`src/rtl/hcu_round_sequencer.sv`:
```
// rtl/hcu_round_sequencer.sv - round sequencing FSM for the HCU compression datapath
//
// Purpose: accepts a block-start request, then drives one compression of the
// working registers a..h: one init_load cycle, 64 (SHA-256) or 80 (SHA-512)
// rounds paced by message-scheduler word availability, one final_add cycle,
// and a done handshake. Owns round_idx, the K constant ROM address.
//
// Optional feature macro: HCU_STALL_CNT_EN (round-phase stall counter).
//
// Ports:
//   clk          in   single clock, rising edge
//   rst          in   synchronous, active-high reset
//   start_valid  in   request to compress one block
//   start_ready  out  sequencer idle, can accept a start
//   mode_512     in   sampled with start: 1 = 80 rounds, 0 = 64 rounds
//   w_valid      in   scheduler presents W[round_idx]
//   w_ready      out  W word consumed this cycle
//   init_load    out  load a..h from hash state
//   round_en     out  datapath executes one round
//   round_idx    out  current round number
//   final_add    out  add a..h into hash state
//   done_valid   out  digest update complete
//   done_ready   in   consumer acknowledges completion
//   busy         out  not idle
//   stall_cnt    out  round-phase stall cycles (zero when feature disabled)

module hcu_round_sequencer #(
  parameter int ROUNDS_256 = 64,
  parameter int ROUNDS_512 = 80,
  parameter int IDX_W      = 7,
  parameter int STALL_W    = 16
) (
  input  logic               clk,
  input  logic               rst,
  input  logic               start_valid,
  output logic               start_ready,
  input  logic               mode_512,
  input  logic               w_valid,
  output logic               w_ready,
  output logic               init_load,
  output logic               round_en,
  output logic [IDX_W-1:0]   round_idx,
  output logic               final_add,
  output logic               done_valid,
  input  logic               done_ready,
  output logic               busy,
  output logic [STALL_W-1:0] stall_cnt
);

  typedef enum logic [2:0] {
    S_IDLE,
    S_INIT,
    S_ROUND,
    S_FINAL,
    S_DONE
  } state_t;

  localparam logic [IDX_W-1:0] LAST_256 = IDX_W'(ROUNDS_256 - 1);
  localparam logic [IDX_W-1:0] LAST_512 = IDX_W'(ROUNDS_512 - 1);

  state_t           state;
  state_t           state_nxt;
  logic             mode_q;
  logic [IDX_W-1:0] idx_q;
  logic             last_idx;

  assign last_idx  = (idx_q == (mode_q ? LAST_512 : LAST_256));
  assign round_idx = idx_q;

  always_ff @(posedge clk) begin
    if (rst) begin
      state  <= S_IDLE;
      mode_q <= 1'b0;
      idx_q  <= '0;
    end else begin
      state <= state_nxt;
      case (state)
        S_IDLE: begin
          if (start_valid) begin
            mode_q <= mode_512;
          end
        end
        S_INIT: begin
          idx_q <= '0;
        end
        S_ROUND: begin
          // The last round leaves the index at LAST so it never wraps.
          if (w_valid && !last_idx) begin
            idx_q <= idx_q + IDX_W'(1);
          end
        end
        S_DONE: begin
          if (done_ready) begin
            idx_q <= '0;
          end
        end
        default: begin
        end
      endcase
    end
  end

  always_comb begin
    state_nxt   = state;
    start_ready = 1'b0;
    init_load   = 1'b0;
    round_en    = 1'b0;
    w_ready     = 1'b0;
    final_add   = 1'b0;
    done_valid  = 1'b0;
    busy        = (state != S_IDLE);
    case (state)
      S_IDLE: begin
        start_ready = 1'b1;
        if (start_valid) begin
          state_nxt = S_INIT;
        end
      end
      S_INIT: begin
        init_load = 1'b1;
        state_nxt = S_ROUND;
      end
      S_ROUND: begin
        // Round strobe and word consumption are the same event.
        round_en = w_valid;
        w_ready  = w_valid;
        if (w_valid && last_idx) begin
          state_nxt = S_FINAL;
        end
      end
      S_FINAL: begin
        final_add = 1'b1;
        state_nxt = S_DONE;
      end
      S_DONE: begin
        done_valid = 1'b1;
        if (done_ready) begin
          state_nxt = S_IDLE;
        end
      end
      default: begin
        state_nxt = S_IDLE;
      end
    endcase
  end

`ifdef HCU_STALL_CNT_EN
  logic [STALL_W-1:0] stall_q;

  // Cleared at the start of every job; holds through FINAL/DONE/IDLE so
  // software can read the last job's stall total.
  always_ff @(posedge clk) begin
    if (rst) begin
      stall_q <= '0;
    end else if (state == S_INIT) begin
      stall_q <= '0;
    end else if ((state == S_ROUND) && !w_valid && (stall_q != '1)) begin
      stall_q <= stall_q + STALL_W'(1);
    end
  end

  assign stall_cnt = stall_q;
`else
  assign stall_cnt = '0;
`endif

endmodule

```
`config.mk`:
```
export PLATFORM = sky130hd
export DESIGN_NAME = hcu_round_sequencer
export DESIGN_NICKNAME = d
export VERILOG_FILES = /design/src/rtl/hcu_round_sequencer.sv
export SDC_FILE = /design/constraint.sdc
export NUM_CORES = 1
export LEC_CHECK = 0
export CORE_UTILIZATION = 34
export CTS_CLUSTER_DIAMETER = 150
export DETAILED_ROUTE_END_ITERATION = 10
export MAX_ROUTING_LAYER = met4
export PLACE_DENSITY = 0.7
export SETUP_SLACK_MARGIN = 0.4
export SLEW_MARGIN = 20
export SYNTH_ARGS = -nofsm -noshare
export SYNTH_HDL_FRONTEND = slang
export SYNTH_SLANG_ARGS = --single-unit
```
`constraint.sdc`:
```
create_clock -name clk -period 3.5 [get_ports clk]
set_input_delay 0.875 -clock clk [delete_from_list [all_inputs] [get_ports clk]]
set_output_delay 0.875 -clock clk [all_outputs]
set_load 0.05 [all_outputs]
```
==> results of run 1 <==
==> power by group <==
part           switching, W  leakage (nW)   total, W  internal, W
Clock             0.0000466        0.0150  0.0000908    0.0000442
Sequential       0.00000917        0.0892   0.000138     0.000129
Combinational     0.0000867         0.248   0.000117    0.0000307
==> flip-flops by register name, summed over array words and instances, names as in the netlist <==
signal and cells:
mode_q 1, state 3, round_idx 7
==> per-layer routing <==
metal / routed length, um / share of wire, %
met1: 760 / 45
met2: 805 / 48
met3: 98 / 5.8
met4: 21 / 1.2
met5: 0 / 0
==> placed cells by master (no fill, tap or decap), types with 3 or more instances in the layout <==
cell type / n
nand3_1: 4
a21oi_1: 5
dfxtp_1: 11
clkdlybuf4s50_1: 17
conb_1: 16
clkbuf_4: 3
nand2_1: 6
o211ai_1: 3
inv_1: 6
==> per-stage QoR <==
stage | area, um2 | hold slack, ns
after global placement | 953 | 0.477
after detailed placement | 953 | 0.486
after floorplan | 887 | 0.457
final | 980 | 0.498
after global routing | 980 | 0.522
after CTS | 980 | 0.498
==> worst max-delay path: cells and delay by family, from the launching register on <==
family	cells	cell delay, ns
buffers and inverters	1	0.84
AND/OR/NAND/NOR	1	0.30
flip-flops	1	0.56
==> cell type report <==
class	count	area share, %
Sequential cell	11	22.5
Multi-Input combinational cell	73	50.1
Timing Repair Buffer	19	18.9
Clock buffer	4	2.68
Tap cell	28	3.58
Inverter	6	2.30
==> cells by family after synthesis <==
group | after synthesis | synth area share [%]
compound gates | 21 | 18.0
flops | 11 | 26.7
fa+ha+maj | 1 | 1.51
other cells | 1 | 0.454
buf+inv | 27 | 21.4
xor+xnor | 2 | 2.12
simple gates | 33 | 29.9
==> final timing paths <==
kind                                from      endpoint  slack (ns)
worst max-delay path            state[2]    done_valid        0.64
worst min register to register    mode_q        mode_q        0.50
worst max register to register  state[2]  round_idx[5]        1.84
worst min-delay path              mode_q        mode_q        0.50
==> summary.md, run 1 <==
| Metric | Value |
|---|---|
| Post-route clock period utilization | `81.8%` |
| ANT nets after route | `0` |
| Hold depth | `2` |
| Cell Rows | `17` |
| H-tree levels | `1` |
| First-pass GRT wire length | `2.68 mm` |
| Final Skew | `0.00140 ns` |
| Final worst slack | `0.636 ns` |
| Fillers | `250` |
| Post-CTS Setup Inserts | `0` |
| Max VDD drop | `0.201 mV` |
| Final setup fails | `0` |
| Crit-path max FO | `9` |
| Max-Cap Viols | `0` |
| Clock Latency Late Sink | `0.27 ns` |
| Largest net degree at the start of global routing | `11` |
| Via count | `701` |
| Placer congestion estimate | `0.799` |
| Gr busiest metal | `met2` |
| Clock Sinks | `11` |
| List of most frequent post-synthesis cells | `buf_4 (20), dfxtp_1 (11), inv_1 (6), nand2_1 (6), a21oi_1 (5)` |
| Slew Limit Fails | `0` |
| Final core utilization | `43.5%` |
| Post-synth EDFFs | `0` |
| Top-count cell post-synth | `buf_4` |
| Most used DFF post-synth | `dfxtp_1` |
| Root buf cell | `clkbuf_4` |
| Post-CTS sizing | `0` |
| RSZ-0062 raised after global routing | `false` |
| Max Clock Freq | `349 MHz` |
| Vias in the first global route | `596` |
| Rel. slew slack | `65.4%` |
| Fraction of registers with async set or reset after synthesis | `0%` |
| Critical Path Max Stage Delay | `0.84 ns` |
| Initial Utilization | `36.6%` |
| Initial DRC count | `11` |
| Wire length per cell | `12.0 um` |
| Initial antenna violation count | `0` |
| Total wire length | `1.69 mm` |
| Hold-fix buffers, CTS | `0` |
| DP HPWL | `1.25 mm` |
| Drt first pass iters | `4` |
| Core area | `2250 um2` |
| Antenna cells | `0` |
| Vias per cell | `4.97` |
| Req. time, crit path | `2.62 ns` |
| Gr usage total | `14.4%` |
| Area leader, netlist | `dfxtp_1` |
| LEAKAGE | `0.352 nW` |
| Syn Area/Cell | `8.60 um2` |
| Ranking of synthesized cells by area | `dfxtp_1 (27%), buf_4 (18%), nand4bb_2 (3.9%)` |
| Crit. End Element | `output pin` |
| # IOs | `36` |
| DRC | `0` |
| Startpoint Class | `register` |
| Cells after Synth | `96` |
| Reg area | `220 um2` |
| Placement Setup Slack | `0.760 ns` |
| I/O Buffers | `19` |
| TritonCTS clock tree | `built` |
| Worst r2r path cells | `4` |
| Share of cells above drive strength 1 | `12.4%` |
| Sum Neg Setup Slack | `0 ns` |
| Post-synth top area share | `26.7%` |
| Post-synth cell types | `39` |
| Total power | `0.000346 W` |
| Worst EP arrival | `1.99 ns` |
| Hold Fails Final Rpt | `0` |
| Worst min-delay path category | `reg -> reg` |
| CP max-delay cell | `clkdlybuf4s50_1` |
| Met3 global-route usage | `5.36%` |
| Crit path time final | `2.86 ns` |
| Critical path, cell by cell | `nor3b_2, clkdlybuf4s50_1` |
| Area of the multi-input gates | `490 um2` |
| Critical path class | `reg -> out` |
| CTS Buf Count | `3` |
| Area added between synthesis and finish | `18.6%` |
| CTS max path bufs | `2` |
| Die W | `51.3 um` |
| Synthesized area | `826 um2` |
| Placed Cells | `137` |
| Met2 global-route usage | `24.1%` |
| Worst slew pin tran | `0.517 ns` |
| PD cells | `354 nW/um2` |
| GRT overflow | `0` |
| Synth Register Bits | `11` |
| Met1 Track Usage GR | `15.5%` |
| Clk slew on worst S/H paths | `0.07 ns` |
| Status | `finished clean` |
| DIE HEIGHT | `51.3 um` |
| Layout Cells excl Fill | `141` |
| Die footprint | `2630 um2` |
| Final nets | `121` |
| Synth Warn # | `0` |
| Post-synthesis sequential area ratio | `26.7%` |
Power figures use the tool's default switching activity.
==> inputs of run 2 (changes only) <==
Settings changed: PLACE_DENSITY 0.7 to 0.73.
Clock period 3.5 ns to 2.6 ns, I/O delays scaled along.
==> run 2 against run 1 <==
Effect of this change: global-route usage rose by 0.091 points; critical path type unchanged; largest power group unchanged; clock power increased by 31%; clock-buffer cell count fell by 1; largest cell class unchanged; hold slack improved by 0.0070 ns; worst setup slack worse by 0.19 ns; register-to-register slack worse by 0.80 ns; power increased by 36%.
==> summary.md, run 2 (synthesis gave the netlist of run 1 again) <==
| Metric | Value |
|---|---|
| LEAKAGE | `0.456 nW (+30%)` |
| CTS max path bufs | `2 (unchanged)` |
| CP delay by family, top | `buffers and inverters` |
| Int Power | `0.000278 W (+36%)` |
| Drt first pass iters | `6 (+2)` |
| Antenna cells | `0 (unchanged)` |
| Most frequent cells in the layout | `conb_1 (16), dfxtp_1 (8), inv_1 (6), nand2_1 (6), clkdlybuf4s50_1 (6)` |
| Gr usage total | `14.5% (+0.091 points)` |
| Hold depth | `2 (unchanged)` |
| Max reg flops | `7 (unchanged)` |
| Reg area | `224 um2 (+1.7%)` |
| Critical Path Max Stage Delay | `0.83 ns (about the same)` |
| Worst slew pin tran | `0.499 ns (-0.0183 ns)` |
| Cell Rows | `17 (unchanged)` |
| Crit path time final | `2.15 ns` |
| CP max-delay cell | `clkdlybuf4s50_1` |
| Hold Path End | `mode_q` |
| DIE HEIGHT | `51.3 um (unchanged)` |
| Crit. End Element | `output pin` |
| Die W | `51.3 um (unchanged)` |
| Clock Sinks | `11 (unchanged)` |
| Critical path class | `reg -> out` |
| Most common cell after layout, fill and taps aside | `conb_1` |
| Worst min-delay path category | `reg -> reg` |
| First-pass GRT wire length | `2.81 mm (+4.9%)` |
| Final Skew | `0.0103 ns (+0.00890 ns)` |
| Die footprint | `2630 um2 (unchanged)` |
| DRC | `0 (unchanged)` |
| Area added between synthesis and finish | `25.3%` |
| Status | `finished clean` |
| Slew Limit Fails | `0 (unchanged)` |
| Wire length per cell | `12.1 um (+0.88%)` |
| # IOs | `36 (unchanged)` |
| TritonCTS clock tree | `built` |
| Initial antenna violation count | `0 (unchanged)` |
| Sw Ratio | `41.1% (about the same)` |
| Placer congestion estimate | `0.820 (+2.5%)` |
| Final setup fails | `0 (unchanged)` |
| Max VDD drop | `0.284 mV (+42%)` |
| Max Clock Freq | `465 MHz` |
| Initial DRC count | `18 (+7)` |
| Min-Delay Startpoint | `mode_q` |
| NetSw | `0.000194 W (+36%)` |
| Worst r2r path cells | `5 (+1)` |
| Placement Setup Slack | `0.251 ns (-0.510 ns)` |
| Post-route clock period utilization | `82.7%` |
| Clk slew on worst S/H paths | `0.08 ns (about the same)` |
| Startpoint Class | `register` |
| RSZ-0062 raised after global routing | `false` |
| Setup crit start | `round_idx[1]` |
| PD cells | `457 nW/um2 (+29%)` |
| Critical path, cell by cell | `clkdlybuf4s50_1` |
| Vias in the first global route | `630 (+5.7%)` |
| Share of cells above drive strength 1 | `22.6% (+10 points)` |
| Area of the multi-input gates | `504 um2 (+2.8%)` |
| Largest net degree at the start of global routing | `10 (-1)` |
| Final worst slack | `0.450 ns (-0.186 ns)` |
| DP HPWL | `1.32 mm (+5.2%)` |
| Buf+Inv Stages, Crit Path | `1 (unchanged)` |
| FF-to-FF Start | `state[1]` |
| Rel. slew slack | `66.7% (+1.3 points)` |
| Hold Fails Final Rpt | `0 (unchanged)` |
| Hold_ws | `0.505 ns (+0.00696 ns)` |
| Sum Neg Setup Slack | `0 ns (unchanged)` |
| Clock power share | `25.1% (-1.1 points)` |
| Clock Latency Late Sink | `0.28 ns (about the same)` |
| Req. time, crit path | `1.95 ns (-0.67 ns)` |
| Fillers | `240 (-4.0%)` |
| Max-Cap Viols | `0 (unchanged)` |
| Initial Utilization | `36.6% (unchanged)` |
| Worst EP arrival | `1.50 ns (-0.49 ns)` |
| Total wire length | `1.72 mm (+2.3%)` |
| I/O Buffers | `19 (unchanged)` |
| CTS Buf Count | `3 (unchanged)` |
| Via count | `725 (+3.4%)` |
| Crit-path max FO | `5 (-4)` |
| Combinational power share | `35.0% (+1.1 points)` |
| GRT overflow | `0 (unchanged)` |
| Sequential power share | `39.9% (about the same)` |
| Worst reg-to-reg setup slack | `1.04 ns (-0.80 ns)` |
| RR Endpoint | `round_idx[0]` |
| Vias per cell | `5.07 (+2.0%)` |
| ANT nets after route | `0 (unchanged)` |
| Core area | `2250 um2 (unchanged)` |
| Root buf cell | `clkbuf_4` |
| Final nets | `123 (+1.7%)` |
| H-tree levels | `1 (unchanged)` |
## run 2: cell types whose count changed in the layout (fill, tap and decap cells not counted), moves of 2 or more
| cell | before | now |
|---|---|---|
| clkdlybuf4s50_1 | 17 | 6 |
| dlygate4sd2_1 | 0 | 4 |
| buf_4 | 2 | 5 |
| dfxtp_1 | 11 | 8 |
| dfxtp_2 | 0 | 3 |
| dlymetal6s2s_1 | 0 | 3 |
| buf_12 | 0 | 2 |
## run 2: worst max path at each step
| stage | to | cells after the start |
|---|---|---|
| global route | round_idx[0] | 1 |
| floorplan | w_ready | 4 |
| finish | round_idx[1] | 1 |
| CTS | busy | 3 |
| global placement | w_ready | 3 |
| detailed placement | w_ready | 3 |
## run 2: stage by stage
step | total power, W | cells | utilization (%) | area (um2)
floorplan | 0.000338 | 111 | - | 898
global route | 0.000497 | 143 | 45.9 | 1030
detailed placement | 0.000357 | 138 | 43.9 | 990
CTS | 0.000472 | 142 | 45.1 | 1020
finish | 0.000473 | 143 | 45.9 | 1030
global placement | 0.000354 | 138 | 43.9 | 990
## run 2: power groups by stage
| stage | combinational (W) | sequential, W | clock [W] |
|---|---|---|---|
| final | 0.000165 | 0.000189 | 0.000119 |
| after CTS | 0.000164 | 0.000188 | 0.000120 |
| after global routing | 0.000175 | 0.000190 | 0.000133 |
| after floorplan | 0.000155 | 0.000183 | 0 |
| after global placement | 0.000164 | 0.000191 | 0 |
| after detailed placement | 0.000165 | 0.000192 | 0 |
## run 2: timing repair
action | in CTS | in global routing
hold buffers | 0 | 0
endpoints found under the setup margin | 6 | 7
setup buffers | 0 | 1
resized for setup | 10 | 5
## run 2: layout make-up
| cell class | instances | area share (%) |
|---|---|---|
| repair buffers | 21 | 21.4 |
| well taps | 28 | 3.39 |
| clock inverters | 1 | 0.484 |
| clock buffers | 3 | 2.18 |
| inverters | 6 | 2.18 |
| flip-flops and latches | 11 | 21.6 |
| multi-input cells | 73 | 48.7 |
## run 2: metal layers
layer | vias up | share of wire (%) | GRT usage [%] | wire (um)
li1 | 350 | - | - | -
met1 | 339 | 40 | 16.1 | 698
met2 | 34 | 52 | 25.7 | 905
met3 | 2 | 6.3 | 3.57 | 108
met4 | 0 | 0.70 | 4.05 | 12
met5 | - | 0 | - | 0
==> inputs of run 3 (changes only) <==
Settings changed: PLACE_DENSITY 0.73 to 0.7.
Clock period 2.6 ns to 2.05 ns, I/O delays scaled along.
==> run 3 against run 2 <==
Effect of this change: critical endpoint is now w_ready; largest cell class unchanged; power up 43%; final cell count up 9.1%; combinational power up 73%.
==> summary.md, run 3 (synthesis gave the netlist of run 1 again) <==
| Metric | Value |
|---|---|
| ANT nets after route | `0 (unchanged)` |
| CTS max path bufs | `2 (unchanged)` |
| Vias in the first global route | `694 (+10%)` |
| Crit. End Element | `output pin` |
| Initial antenna violation count | `0 (unchanged)` |
| Reg area | `239 um2 (+6.7%)` |
| Placer congestion estimate | `0.834 (+1.7%)` |
| Gr busiest metal | `met2` |
| Clock Sinks | `11 (unchanged)` |
| Post-route clock period utilization | `84.6%` |
| Sw Ratio | `39.8% (-1.3 points)` |
| Area of the multi-input gates | `538 um2 (+6.7%)` |
| Clock Latency Late Sink | `0.28 ns (about the same)` |
| Crit path time final | `1.73 ns` |
| Initial DRC count | `6 (-12)` |
| RSZ-0062 raised after global routing | `true` |
| I/O Buffers | `19 (unchanged)` |
| PD cells | `549 nW/um2 (+20%)` |
| NetSw | `0.000270 W (+39%)` |
| Most common cell after layout, fill and taps aside | `buf_4` |
| Placement Setup Slack | `0.0144 ns (-0.236 ns)` |
| Gr usage total | `16.2% (+1.7 points)` |
| H-tree levels | `1 (unchanged)` |
| Int Power | `0.000407 W (+46%)` |
| Met1 Track Usage GR | `16.2% (+0.087 points)` |
| Most frequent cells in the layout | `buf_4 (17), conb_1 (16), buf_12 (7)` |
| Share of cells above drive strength 1 | `44.5% (+22 points)` |
| Die footprint | `2630 um2 (unchanged)` |
| DIE HEIGHT | `51.3 um (unchanged)` |
| Sum Neg Setup Slack | `0 ns (unchanged)` |
| Final worst slack | `0.315 ns (-0.134 ns)` |
| DP HPWL | `1.30 mm (-1.4%)` |
| Max reg flops | `7 (unchanged)` |
| Fillers | `202 (-16%)` |
| GRT overflow | `0 (unchanged)` |
| Vias per cell | `4.89 (-3.5%)` |
| Final Skew | `0.00637 ns (-0.00393 ns)` |
| Max-Cap Viols | `0 (unchanged)` |
| Crit-path max FO | `5 (unchanged)` |
| First-pass GRT wire length | `2.97 mm (+5.7%)` |
| Status | `finished clean` |
| Cell Rows | `17 (unchanged)` |
| LEAKAGE | `0.488 nW (+6.9%)` |
| Met3 global-route usage | `3.57% (unchanged)` |
| Hold Fails Final Rpt | `0 (unchanged)` |
| Clk slew on worst S/H paths | `0.08 ns (about the same)` |
| Worst r2r path cells | `7 (+2)` |
| CTS Buf Count | `3 (unchanged)` |
| Final setup fails | `0 (unchanged)` |
| Clock power share | `23.5% (-1.6 points)` |
| Sequential power share | `34.4% (-5.5 points)` |
| Critical path class | `reg -> out` |
| Core area | `2250 um2 (unchanged)` |
| Area added between synthesis and finish | `49.4%` |
| TritonCTS clock tree | `built` |
| Wire length per cell | `12.2 um (+1.1%)` |
| Worst EP arrival | `1.22 ns (-0.28 ns)` |
| Antenna cells | `0 (unchanged)` |
| Slew Limit Fails | `0 (unchanged)` |
| Req. time, crit path | `1.54 ns (-0.41 ns)` |
| Via count | `763 (+5.2%)` |
| Met2 global-route usage | `27.6% (+2.0 points)` |
| DRC | `0 (unchanged)` |
| Die W | `51.3 um (unchanged)` |
| Final nets | `136 (+11%)` |
| Root buf cell | `clkbuf_4` |
| Worst min-delay path category | `reg -> reg` |
| Total wire length | `1.90 mm (+10%)` |
| # IOs | `36 (unchanged)` |
| Startpoint Class | `register` |
| Drt first pass iters | `4 (-2)` |
| Combinational power share | `42.1% (+7.1 points)` |
| Max VDD drop | `0.358 mV (+26%)` |
| Largest net degree at the start of global routing | `10 (unchanged)` |
| Initial Utilization | `36.6% (unchanged)` |
| Hold depth | `2 (unchanged)` |
| Max Clock Freq | `576 MHz` |
run 3: final timing paths:
kind,startpoint,to,slack (ns)
worst min register to register,mode_q,mode_q,0.49
worst max register to register,state[1],round_idx[5],0.45
worst min-delay path,mode_q,mode_q,0.49
worst max-delay path,state[1],w_ready,0.32
run 3: per-layer routing:
layer  up-vias  wire (um)
li1        380          -
met2        25       1000
met1       354        787
met5         -          0
met3         4         74
met4         0         38
run 3: area by class of cell:
type	instances	share of cell area [%]
multi-input cells	73	43.6
repair buffers	34	30.2
flip-flops and latches	11	19.4
well taps	28	2.84
clock buffers	4	2.13
inverters	6	1.83
run 3: worst max-delay path, stage by stage (launching register included):
cell and delay, ns:
dfxtp_4 0.39, nor3b_4 0.21, and2_4 0.21, buf_12 0.14
run 3: repair_timing:
item                       CTS  global route
buffers inserted             7             5
setup endpoints to repair   11             8
gates resized for setup     18             4
pin swaps                    4             4
hold buffers                 0             0
run 3: power by group through the flow:
stage          sequential, W  clock (W)  combinational (W)
6_report            0.000233   0.000159           0.000285
5_1_grt             0.000235   0.000173           0.000299
4_1_cts             0.000232   0.000160           0.000268
3_5_place_dp        0.000244          0           0.000244
3_3_place_gp        0.000244          0           0.000242
2_1_floorplan       0.000234          0           0.000206
run 3: per-stage QoR:
stage                     power (W)  std cells  hold slack, ns  cell area, um2  utilization (%)
after global routing       0.000707        156           0.518            1230             54.7
final                      0.000677        156           0.486            1230             54.7
after global placement     0.000486        140           0.476            1080             47.7
after detailed placement   0.000488        140           0.480            1080             47.7
after floorplan            0.000440        111           0.457             941                -
after CTS                  0.000660        151           0.491            1170             52.1
